File: src/rtl/regfile_write_sequencer_if.sv
// regfile_write_sequencer_if
//  Groups the write-back bus of the register file write sequencer.
//  It carries three groups of signals:
//  - the ALU and memory result handshakes (valid/ready/addr/data),
//  - the register file write port (wr_addr/wr_data/wr_en),
//  - the hazard outputs (pending_mask, the forwarding query and its result, busy).
//  Modports:
//  - master: the producer side. It offers results and issues forwarding queries.
//  - slave:  the sequencer itself.
interface regfile_write_sequencer_if #(
  parameter int DATA_W = 8,
  parameter int ADDR_W = 3
);
  localparam int NREGS = 2 ** ADDR_W;

  logic              alu_valid;
  logic              alu_ready;
  logic [ADDR_W-1:0] alu_addr;
  logic [DATA_W-1:0] alu_data;
  logic              mem_valid;
  logic              mem_ready;
  logic [ADDR_W-1:0] mem_addr;
  logic [DATA_W-1:0] mem_data;
  logic [ADDR_W-1:0] wr_addr;
  logic [DATA_W-1:0] wr_data;
  logic              wr_en;
  logic [NREGS-1:0]  pending_mask;
  logic [ADDR_W-1:0] fwd_addr;
  logic              fwd_hit;
  logic [DATA_W-1:0] fwd_data;
  logic              busy;

  modport master (
    output alu_valid, alu_addr, alu_data,
    output mem_valid, mem_addr, mem_data,
    output fwd_addr,
    input  alu_ready, mem_ready,
    input  wr_addr, wr_data, wr_en,
    input  pending_mask, fwd_hit, fwd_data, busy
  );

  modport slave (
    input  alu_valid, alu_addr, alu_data,
    input  mem_valid, mem_addr, mem_data,
    input  fwd_addr,
    output alu_ready, mem_ready,
    output wr_addr, wr_data, wr_en,
    output pending_mask, fwd_hit, fwd_data, busy
  );
endinterface

File: src/rtl/regfile_write_sequencer.sv
// regfile_write_sequencer
//  Queues register write-back results from the ALU and memory paths in a small FIFO. It then
//  drains them into an edge-triggered register file write port as SETUP / STROBE / HOLD
//  triple cycles. Each write gets exactly one rising edge of wr_en, with address and data
//  stable on both sides of that edge.
//  The block also exports, for decode-stage hazard logic:
//  - pending_mask: one bit per register with a queued or in-flight write,
//  - a forwarding lookup (fwd_addr in, fwd_hit/fwd_data out).
//  Ports:
//  - clk:   clock; all state updates on the rising edge.
//  - rst_n: asynchronous, active-low reset.
//  - bus:   slave side of regfile_write_sequencer_if. It carries the ALU/memory
//           handshakes, the write port, and the hazard outputs.
module regfile_write_sequencer #(
  parameter int DATA_W = 8,
  parameter int ADDR_W = 3,
  parameter int DEPTH  = 4
) (
  input logic                      clk,
  input logic                      rst_n,
  regfile_write_sequencer_if.slave bus
);
  localparam int NREGS = 2 ** ADDR_W;
  localparam int PTR_W = (DEPTH > 1) ? $clog2(DEPTH) : 1;
  localparam int CNT_W = $clog2(DEPTH + 1);

  typedef enum logic [1:0] {
    IDLE,
    SETUP,
    STROBE,
    HOLD
  } state_t;

  state_t            state;
  state_t            state_next;

  logic [ADDR_W-1:0] addr_q [DEPTH];
  logic [DATA_W-1:0] data_q [DEPTH];
  logic [PTR_W-1:0]  rd_ptr;
  logic [PTR_W-1:0]  wr_ptr;
  logic [CNT_W-1:0]  count;

  logic              full;
  logic              empty;
  logic              push;
  logic              pop;
  logic [ADDR_W-1:0] push_addr;
  logic [DATA_W-1:0] push_data;

  logic [ADDR_W-1:0] wr_addr_r;
  logic [DATA_W-1:0] wr_data_r;
  logic              wr_en_r;

  logic [NREGS-1:0]  pending;
  logic              hit;
  logic [DATA_W-1:0] hit_data;
  logic [PTR_W-1:0]  slot;

  // Full is the registered occupancy at the start of the cycle, so a pop in the same cycle
  // never frees a slot for that cycle's enqueue. Memory has fixed priority over the ALU.
  assign full          = (count == CNT_W'(DEPTH));
  assign empty         = (count == '0);
  assign bus.mem_ready = !full;
  assign bus.alu_ready = !full && !bus.mem_valid;
  assign push          = !full && (bus.mem_valid || bus.alu_valid);
  assign push_addr     = bus.mem_valid ? bus.mem_addr : bus.alu_addr;
  assign push_data     = bus.mem_valid ? bus.mem_data : bus.alu_data;

  // FIFO payload storage. It needs no reset: slots are only read when the count marks
  // them valid.
  always_ff @(posedge clk) begin
    if (push) begin
      addr_q[wr_ptr] <= push_addr;
      data_q[wr_ptr] <= push_data;
    end
  end

  // FIFO pointers and occupancy. Reset discards every queued write.
  always_ff @(posedge clk or negedge rst_n) begin
    if (!rst_n) begin
      rd_ptr <= '0;
      wr_ptr <= '0;
      count  <= '0;
    end else begin
      if (push) wr_ptr <= wr_ptr + 1'b1;
      if (pop)  rd_ptr <= rd_ptr + 1'b1;
      count <= count + CNT_W'(push) - CNT_W'(pop);
    end
  end

  // Drain FSM state register.
  always_ff @(posedge clk or negedge rst_n) begin
    if (!rst_n) state <= IDLE;
    else        state <= state_next;
  end

  // Drain FSM next state and pop decision. The head is popped only from IDLE or HOLD,
  // which gives the fixed three-cycle SETUP/STROBE/HOLD pattern per write.
  always_comb begin
    state_next = state;
    pop        = 1'b0;
    case (state)
      IDLE: begin
        if (!empty) begin
          pop        = 1'b1;
          state_next = SETUP;
        end
      end
      SETUP:  state_next = STROBE;
      STROBE: state_next = HOLD;
      HOLD: begin
        if (!empty) begin
          pop        = 1'b1;
          state_next = SETUP;
        end else begin
          state_next = IDLE;
        end
      end
      default: state_next = IDLE;
    endcase
  end

  // Registered write port.
  // - Address and data load only on a pop, so they are frozen through SETUP..HOLD and
  //   keep their last value in IDLE.
  // - wr_en is high exactly for the STROBE cycle.
  // - Asynchronous reset drops wr_en at once. That is a falling edge, so it cannot cause
  //   a spurious write.
  always_ff @(posedge clk or negedge rst_n) begin
    if (!rst_n) begin
      wr_addr_r <= '0;
      wr_data_r <= '0;
      wr_en_r   <= 1'b0;
    end else begin
      wr_en_r <= (state_next == STROBE);
      if (pop) begin
        wr_addr_r <= addr_q[rd_ptr];
        wr_data_r <= data_q[rd_ptr];
      end
    end
  end

  // Pending mask and forwarding lookup.
  // - The in-flight entry is considered first, so it is the lowest-priority source.
  // - FIFO entries are then scanned oldest to youngest, so the youngest match overwrites
  //   older ones.
  always_comb begin
    pending  = '0;
    hit      = 1'b0;
    hit_data = '0;
    slot     = '0;
    if (state != IDLE) begin
      pending[wr_addr_r] = 1'b1;
      if (wr_addr_r == bus.fwd_addr) begin
        hit      = 1'b1;
        hit_data = wr_data_r;
      end
    end
    for (int age = 0; age < DEPTH; age++) begin
      slot = rd_ptr + PTR_W'(age);
      if (CNT_W'(age) < count) begin
        pending[addr_q[slot]] = 1'b1;
        if (addr_q[slot] == bus.fwd_addr) begin
          hit      = 1'b1;
          hit_data = data_q[slot];
        end
      end
    end
  end

  assign bus.wr_addr      = wr_addr_r;
  assign bus.wr_data      = wr_data_r;
  assign bus.wr_en        = wr_en_r;
  assign bus.pending_mask = pending;
  assign bus.fwd_hit      = hit;
  assign bus.fwd_data     = hit_data;
  assign bus.busy         = !empty || (state != IDLE);
endmodule
File: src/flat_wrapper.sv
// flat-port wrapper written by rule: the top's interface ports become plain ports
module regfile_write_sequencer_flat 
#(
  parameter int DATA_W = 8,
  parameter int ADDR_W = 3,
  parameter int DEPTH  = 4
)
  (clk, rst_n, bus_alu_valid, bus_alu_addr, bus_alu_data, bus_mem_valid, bus_mem_addr, bus_mem_data, bus_fwd_addr, bus_alu_ready, bus_mem_ready, bus_wr_addr, bus_wr_data, bus_wr_en, bus_pending_mask, bus_fwd_hit, bus_fwd_data, bus_busy);
  regfile_write_sequencer_if #(.DATA_W(DATA_W), .ADDR_W(ADDR_W)) bus_i ();
  input logic clk;
  input logic rst_n;
  input wire logic [$bits(bus_i.alu_valid)-1:0] bus_alu_valid;
  input wire logic [$bits(bus_i.alu_addr)-1:0] bus_alu_addr;
  input wire logic [$bits(bus_i.alu_data)-1:0] bus_alu_data;
  input wire logic [$bits(bus_i.mem_valid)-1:0] bus_mem_valid;
  input wire logic [$bits(bus_i.mem_addr)-1:0] bus_mem_addr;
  input wire logic [$bits(bus_i.mem_data)-1:0] bus_mem_data;
  input wire logic [$bits(bus_i.fwd_addr)-1:0] bus_fwd_addr;
  output wire logic [$bits(bus_i.alu_ready)-1:0] bus_alu_ready;
  output wire logic [$bits(bus_i.mem_ready)-1:0] bus_mem_ready;
  output wire logic [$bits(bus_i.wr_addr)-1:0] bus_wr_addr;
  output wire logic [$bits(bus_i.wr_data)-1:0] bus_wr_data;
  output wire logic [$bits(bus_i.wr_en)-1:0] bus_wr_en;
  output wire logic [$bits(bus_i.pending_mask)-1:0] bus_pending_mask;
  output wire logic [$bits(bus_i.fwd_hit)-1:0] bus_fwd_hit;
  output wire logic [$bits(bus_i.fwd_data)-1:0] bus_fwd_data;
  output wire logic [$bits(bus_i.busy)-1:0] bus_busy;
  assign bus_i.alu_valid = bus_alu_valid;
  assign bus_i.alu_addr = bus_alu_addr;
  assign bus_i.alu_data = bus_alu_data;
  assign bus_i.mem_valid = bus_mem_valid;
  assign bus_i.mem_addr = bus_mem_addr;
  assign bus_i.mem_data = bus_mem_data;
  assign bus_i.fwd_addr = bus_fwd_addr;
  assign bus_alu_ready = bus_i.alu_ready;
  assign bus_mem_ready = bus_i.mem_ready;
  assign bus_wr_addr = bus_i.wr_addr;
  assign bus_wr_data = bus_i.wr_data;
  assign bus_wr_en = bus_i.wr_en;
  assign bus_pending_mask = bus_i.pending_mask;
  assign bus_fwd_hit = bus_i.fwd_hit;
  assign bus_fwd_data = bus_i.fwd_data;
  assign bus_busy = bus_i.busy;
  regfile_write_sequencer #(.DATA_W(DATA_W), .ADDR_W(ADDR_W), .DEPTH(DEPTH)) u_core (.clk(clk), .rst_n(rst_n), .bus(bus_i));
endmodule
File: config.mk
export PLATFORM = sky130hd
export DESIGN_NAME = regfile_write_sequencer_flat
export DESIGN_NICKNAME = d
export VERILOG_FILES = /design/src/rtl/regfile_write_sequencer_if.sv /design/src/rtl/regfile_write_sequencer.sv /design/src/flat_wrapper.sv
export SDC_FILE = /design/constraint.sdc
export NUM_CORES = 1
export LEC_CHECK = 0
export ABC_AREA = 1
export BUFFER_PORTS_ARGS = -buffer_cell sky130_fd_sc_hd__buf_2
export CAP_MARGIN = 20
export CELL_PAD_IN_SITES_DETAIL_PLACEMENT = 0
export CELL_PAD_IN_SITES_GLOBAL_PLACEMENT = 2
export CORE_ASPECT_RATIO = 2
export CORE_UTILIZATION = 31
export CTS_BUF_LIST = sky130_fd_sc_hd__clkbuf_8
export DETAILED_ROUTE_END_ITERATION = 8
export PLACE_DENSITY = 0.8
export SKIP_CTS_REPAIR_TIMING = 1
export SYNTH_ARGS = -nofsm -noshare
export SYNTH_HDL_FRONTEND = slang
export SYNTH_SLANG_ARGS = --single-unit
File: constraint.sdc
create_clock -name clk -period 2.5 [get_ports clk]
set_clock_uncertainty 0.2 [all_clocks]
set_input_delay 0.25 -clock clk [delete_from_list [all_inputs] [get_ports clk]]
set_output_delay 0.25 -clock clk [all_outputs]
set_load 0.005 [all_outputs]
* After elaboration in Yosys (flattened, before gate mapping)
Memory sizes are Yosys's and may differ from the RTL's.
Index checks and enable logic that the tools add are counted.
** Storage, ports and cells
- Bits in registers :: 21
- Memory bits (writable) :: 44
- Input bits :: 29
- Output and inout bits :: 32
- Logic and storage cells :: 103
- Memories :: 2
** Cells by class
- Add/sub/neg operators :: 6
- Order comparisons :: 14
- Equality and inequality tests :: 10
- Muxes and demuxes :: 44
- Bitwise operators :: 4
- Reductions and logical operators :: 16
** Memories
- u_core.data_q :: words 4, bits a word 8, rd ports 4, clocked after memory_dff 0, write ports 1, RTL line regfile_write_sequencer.sv:38 : logic [DATA_W-1:0] data_q [DEPTH];
- u_core.addr_q :: words 4, bits a word 3, rd ports 4, clocked after memory_dff 0, write ports 1, RTL line regfile_write_sequencer.sv:37 : logic [ADDR_W-1:0] addr_q [DEPTH];
** Operators with widths (number)
- $mux 8 :: 16
- $or 8x8->8 :: 4
- $lt 3x4->1 const B :: 5
- $mux 1 :: 20
- $demux 1 s3 :: 5
- $eq 3x3->1 :: 5
- $ge 3x1->1 const B :: 5
- $pmux 2 s4 :: 1
- $logic_and 1x1->1 :: 7
- $eq 2x2->1 const B :: 3
- $lt 1x3->1 const A :: 2
- $lt 2x3->1 const A :: 2
- $add 2x1->2 const B :: 2
- $add 2x2->2 const B :: 2
- $add 3x1->3 :: 1
- $eq 3x3->1 const B :: 1
- $logic_not 1->1 :: 3
- $logic_not 3->1 :: 1
- $mux 3 :: 1
- $sub 3x1->3 :: 1
- $eq 2x1->1 const B :: 1
- $logic_not 2->1 :: 1
- $logic_or 1x1->1 :: 2
- $mux 2 :: 1
- 2 further kinds :: 2

* Depth between registers and ports, before layout
- Depth after elaboration :: 13
- Mapped depth :: 15
- Mapped depth without buffers :: 13

* Worst setup path before layout
OpenSTA, ideal clock, no wires.
- Path kind :: register to register
- From :: register u_core.state[0]
- To :: register u_core.count[2]
- Setup time :: 0.122 ns
- Arrival time :: 2.143 ns
- Data required time :: 2.178 ns
- Path slack :: 0.035 ns
- Cell stages (with the launch flop) :: 11
- Buffers on the path :: 1
- Clock period less this slack :: 2.465 ns
- Path through :: dfrtp_1 inv_1 ha_1 nor2_1 clkbuf_1 ha_1 inv_1 ha_1 inv_1 fa_1 xor2_1
** On the way
- Cells in the longest elaborated chain, start to end :: 4
- Elaborated cells between the ends (all ways) :: 5
- Classes of those cells :: add/sub (1); eq/ne (1); mux (1); reduce/logical (2)
** RTL lines
- from (decl) :: RTL line regfile_write_sequencer.sv:34 : state_t state;
- from (signal assigned) :: RTL line regfile_write_sequencer.sv:94 : else state <= state_next;
- $eq 2x2->1 / $logic_not 2->1 (equally long branches) :: RTL line regfile_write_sequencer.sv:102 : case (state)
- $reduce_or 2->1 (no source line) *
- $mux 1 *
- net u_core.pop :: RTL line regfile_write_sequencer.sv:46 : logic pop;
- $sub 3x1->3 * :: RTL line regfile_write_sequencer.sv:87 : count <= count + CNT_W'(push) - CNT_W'(pop);
- to (signal assigned) :: RTL line regfile_write_sequencer.sv:87
- to (decl) :: RTL line regfile_write_sequencer.sv:41 : logic [CNT_W-1:0] count;
Mark *: on every way through the listed nets, which the timed path passes. The rest lies on a longest branch.
A chain may end at the register's enable or synchronous reset.

* Worst setup path after layout
- From :: register u_core.rd_ptr[0]
- To :: output port bus_fwd_data[3]
** On the way
- Cells in the longest elaborated chain, start to end :: 10
- Elaborated cells between the ends (all ways) :: 17
- Classes of those cells :: add/sub (3); eq/ne (4); mux (8); memory (2)
** RTL lines
- from (decl) :: RTL line regfile_write_sequencer.sv:39 : logic [PTR_W-1:0] rd_ptr;
- from (signal assigned) :: RTL line regfile_write_sequencer.sv:86 : if (pop) rd_ptr <= rd_ptr + 1'b1;
- branches (longest 9 deep; another with $mem_v2 4x3)
- $mux 8 * :: RTL line regfile_write_sequencer.sv:161 : if (CNT_W'(age) < count) begin
- to (decl) :: RTL line flat_wrapper.sv:26 : output wire logic [$bits(bus_i.fwd_data)-1:0] bus_fwd_data;
Every way passes the cells marked *.

==> results.sh <==
export IMPL_rows=65
export IMPL_drive_above_1_share_pct=23.2
export IMPL_drcViolationCount=0
export IMPL_critPathMaxFanout=16
export IMPL_root_buffer="clkbuf_8"
export IMPL_grt_first_pass_wirelength_mm=21.2
export IMPL_clkTransAtPathRegs_ns=0.09
export IMPL_yosys_warnings=0
export IMPL_endpoint="bus_fwd_data[3]"
export IMPL_period_minus_slack_ns=2.80
export IMPL_rr_startpoint="u_core.state[1]"
export IMPL_startpoint_type="flip-flop"
export IMPL_ff2ff_path_depth=9
export IMPL_cts_tree="done"
export IMPL_violations="negative setup slack"
export IMPL_drtAntennaViolNets=0
export IMPL_p_sw_share_pct=52.3
export IMPL_p_comb_share_pct=68.8
export IMPL_holdWs_ns=0.0164
export IMPL_slew_viol_final=0
export IMPL_core_sq_um=15700
export IMPL_clock_sinks=65
export IMPL_finalWeightedCongestion=0.879
export IMPL_grt_use_total_pct=17.0
export IMPL_power_switching_w=0.00489
export IMPL_netlist_instances=678
export IMPL_num_antenna_cells=0
export IMPL_avgViaCountPerCell=4.62
export IMPL_firstDrtPassIters=5
export IMPL_syn_cell_area_sq_um=4940
export IMPL_drv_cap=0
export IMPL_p_leak_nw=2.84
export IMPL_setup_ws_ns=-0.296
export IMPL_worst_pin_slew_ns=0.555
export IMPL_async_flop_share_pct=32.3
export IMPL_yosysMostFrequentCell="nand2_1"
export IMPL_ioPinCount=61
export IMPL_period_share_pct=112
export IMPL_clock_fmax_mhz=358
export IMPL_antenna_found_initial=0
export IMPL_io_buffer_count=60
export IMPL_internal_power_w=0.00446
export IMPL_via_count=4408
export IMPL_overflow=0
export IMPL_layout_nets=791
export IMPL_reg2reg_setup_slack_ns=0.22
export IMPL_cts_made_buffers=9
export IMPL_synth_edf_count=44
export IMPL_worstReg2RegEnd="u_core.count[2]"
export IMPL_syn_nets=720
export IMPL_wire_per_inst_um=14.3
export IMPL_hp_class="primary input to flip-flop"
export IMPL_die_x_um=91.3
export IMPL_final_util_pct=37.3
export IMPL_grt_max_degree=66
export IMPL_initialDrtViolationCount=223
export IMPL_rsz0062_at_grt="yes"
export IMPL_maxSlewHeadroom_pct=63.0
export IMPL_finalSetupViolations=15
export IMPL_power_density_nw_per_um2=1600
export IMPL_die_area_sq_um=16500
export IMPL_clk_latency_ns=0.37
export IMPL_critPathArrivalTime_ns=2.35
export IMPL_ys_types=40
export IMPL_wl_mm=13.7
export IMPL_yosys_area_top_type="edfxtp_1"
export IMPL_synth_area_leaders="edfxtp_1 (27%), nand2_1 (17%), dfrtp_1 (11%)"
export IMPL_cp_end_kind="primary output"
export IMPL_h_tree_depth=3
export IMPL_power_frac_seq_pct=19.7
export IMPL_p_clk_share_pct=11.6
export IMPL_crit_start="u_core.rd_ptr[0]"
export IMPL_status="finished with violations"
export IMPL_cts_max_path_buffers=2
export IMPL_ys_seq_elements=65
export IMPL_synthDominantCellAreaShare_pct=26.7
export IMPL_critPathKind="flip-flop to primary output"
export IMPL_required_ns=2.05
export IMPL_syn_area_per_cell_sq_um=7.29
export IMPL_max_vdd_ir_drop_mv=0.663
export IMPL_yosysSeqAreaShare_pct=37.4
export IMPL_fp_dieH_um=181
export IMPL_hold_viol=0
export IMPL_areaGrowthSynthToFinish_pct=18.4
export IMPL_grt_pass1_vias=4042
export IMPL_synth_flop_cell="edfxtp_1"
export IMPL_hpwl_mm=11.2
export IMPL_synthTopCellsByCount="nand2_1 (228), inv_1 (84), o21ai_0 (78), nand3_1 (49), edfxtp_1 (44)"
export IMPL_initial_utilization_pct=31.5
==> flip-flops by register name (all words and copies together) (netlist names) <==
name / count
u_core.addr_q: 12
u_core.rd_ptr: 2
u_core.bus.wr_en: 1
u_core.bus.wr_data: 8
u_core.wr_ptr: 2
u_core.data_q: 32
u_core.state: 2
u_core.count: 3
u_core.bus.wr_addr: 3
==> power by group through the flow <==
stage / sequential (W) / clock (W) / combinational, W
3_5_place_dp: 0.00187 / 0 / 0.00622
5_1_grt: 0.00189 / 0.00115 / 0.00723
4_1_cts: 0.00184 / 0.00112 / 0.00625
2_1_floorplan: 0.00180 / 0 / 0.00436
3_3_place_gp: 0.00185 / 0 / 0.00616
6_report: 0.00184 / 0.00108 / 0.00644
==> critical path, stage by stage (launching register included) <==
cell and delay [ns]:
dfrtp_2 0.48, inv_6 0.15, nand2_2 0.09, nand2_4 0.13
nand2_1 0.10, nand3_1 0.09, nand2_2 0.15, nor2_8 0.23
nand2_8 0.11, nand3_2 0.09, nand2_1 0.06, a21oi_2 0.15
buf_2 0.13
==> worst min-delay path by stage <==
stage	start	to	slack (ns)	cells after the start
2_1_floorplan	rst_n	u_core.bus.wr_addr[0]	-0.25	0
3_3_place_gp	rst_n	u_core.bus.wr_data[6]	0.07	1
3_5_place_dp	rst_n	u_core.bus.wr_data[6]	0.08	1
4_1_cts	rst_n	u_core.bus.wr_data[6]	-0.34	1
5_1_grt	bus_alu_data[3]	u_core.data_q[3][3]	0.003	3
6_report	bus_alu_data[3]	u_core.data_q[3][3]	0.02	3
==> layout by cell type (no fill, tap or decap), types with 3 or more instances in the layout <==
cell type,count
nand2_1,227
inv_1,84
o21ai_0,78
buf_2,60
nand3_1,46
edfxtp_1,44
nor2_1,38
nand2_2,22
buf_4,19
dfrtp_1,19
nand3_2,13
ha_1,12
a21oi_2,11
clkbuf_8,9
nand2_4,6
a21oi_1,6
o2111ai_1,6
nor2_2,5
a22oi_1,4
inv_6,3
xor2_2,3
nor2_4,3
o21ai_1,3
xor2_1,3
==> layout make-up <==
cell class	instances	area, sq um
clock inverter	7	109
tap	201	251
inverter	88	338
clock buffer	9	124
sequential	65	1850
fill	1655	9850
multi-input combinational	502	2670
timing repair buffer	83	508
==> per-layer routing <==
| metal | track usage [%] | vias to the layer above | share of wire [%] |
|---|---|---|---|
| met4 | 8.51 | 0 | 3.6 |
| met2 | 30.8 | 111 | 53 |
| met3 | 2.74 | 25 | 3.3 |
| met1 | 18.9 | 1939 | 40 |
| li1 | - | 2333 | - |
| met5 | 0 | - | 0 |
==> logic make-up (layout without fill, tap and decap cells) <==
logic type | after synthesis | count (layout) | share of synthesized area (%)
simple gates | 366 | 367 | 34.2
compound gates | 116 | 116 | 13.7
buf+inv | 112 | 187 | 9.83
flops | 65 | 65 | 37.4
fa+ha+maj | 13 | 13 | 3.44
xor+xnor | 6 | 6 | 1.52
==> stage by stage <==
| stage | setup TNS, ns | worst slack (ns) | cell area (sq um) | instances | power (W) |
|---|---|---|---|---|---|
| floorplan | 0 | 0.0352 | 4940 | 678 | 0.00615 |
| global placement | 0 | 0.0697 | 5510 | 935 | 0.00801 |
| detailed placement | 0 | 0.0362 | 5510 | 935 | 0.00809 |
| CTS | -4.45 | -0.405 | 5740 | 951 | 0.00921 |
| global route | -5.69 | -0.452 | 5850 | 955 | 0.0103 |
| finish | -2.68 | -0.296 | 5850 | 955 | 0.00936 |
Note: power is estimated with default switching activity, not from simulation.
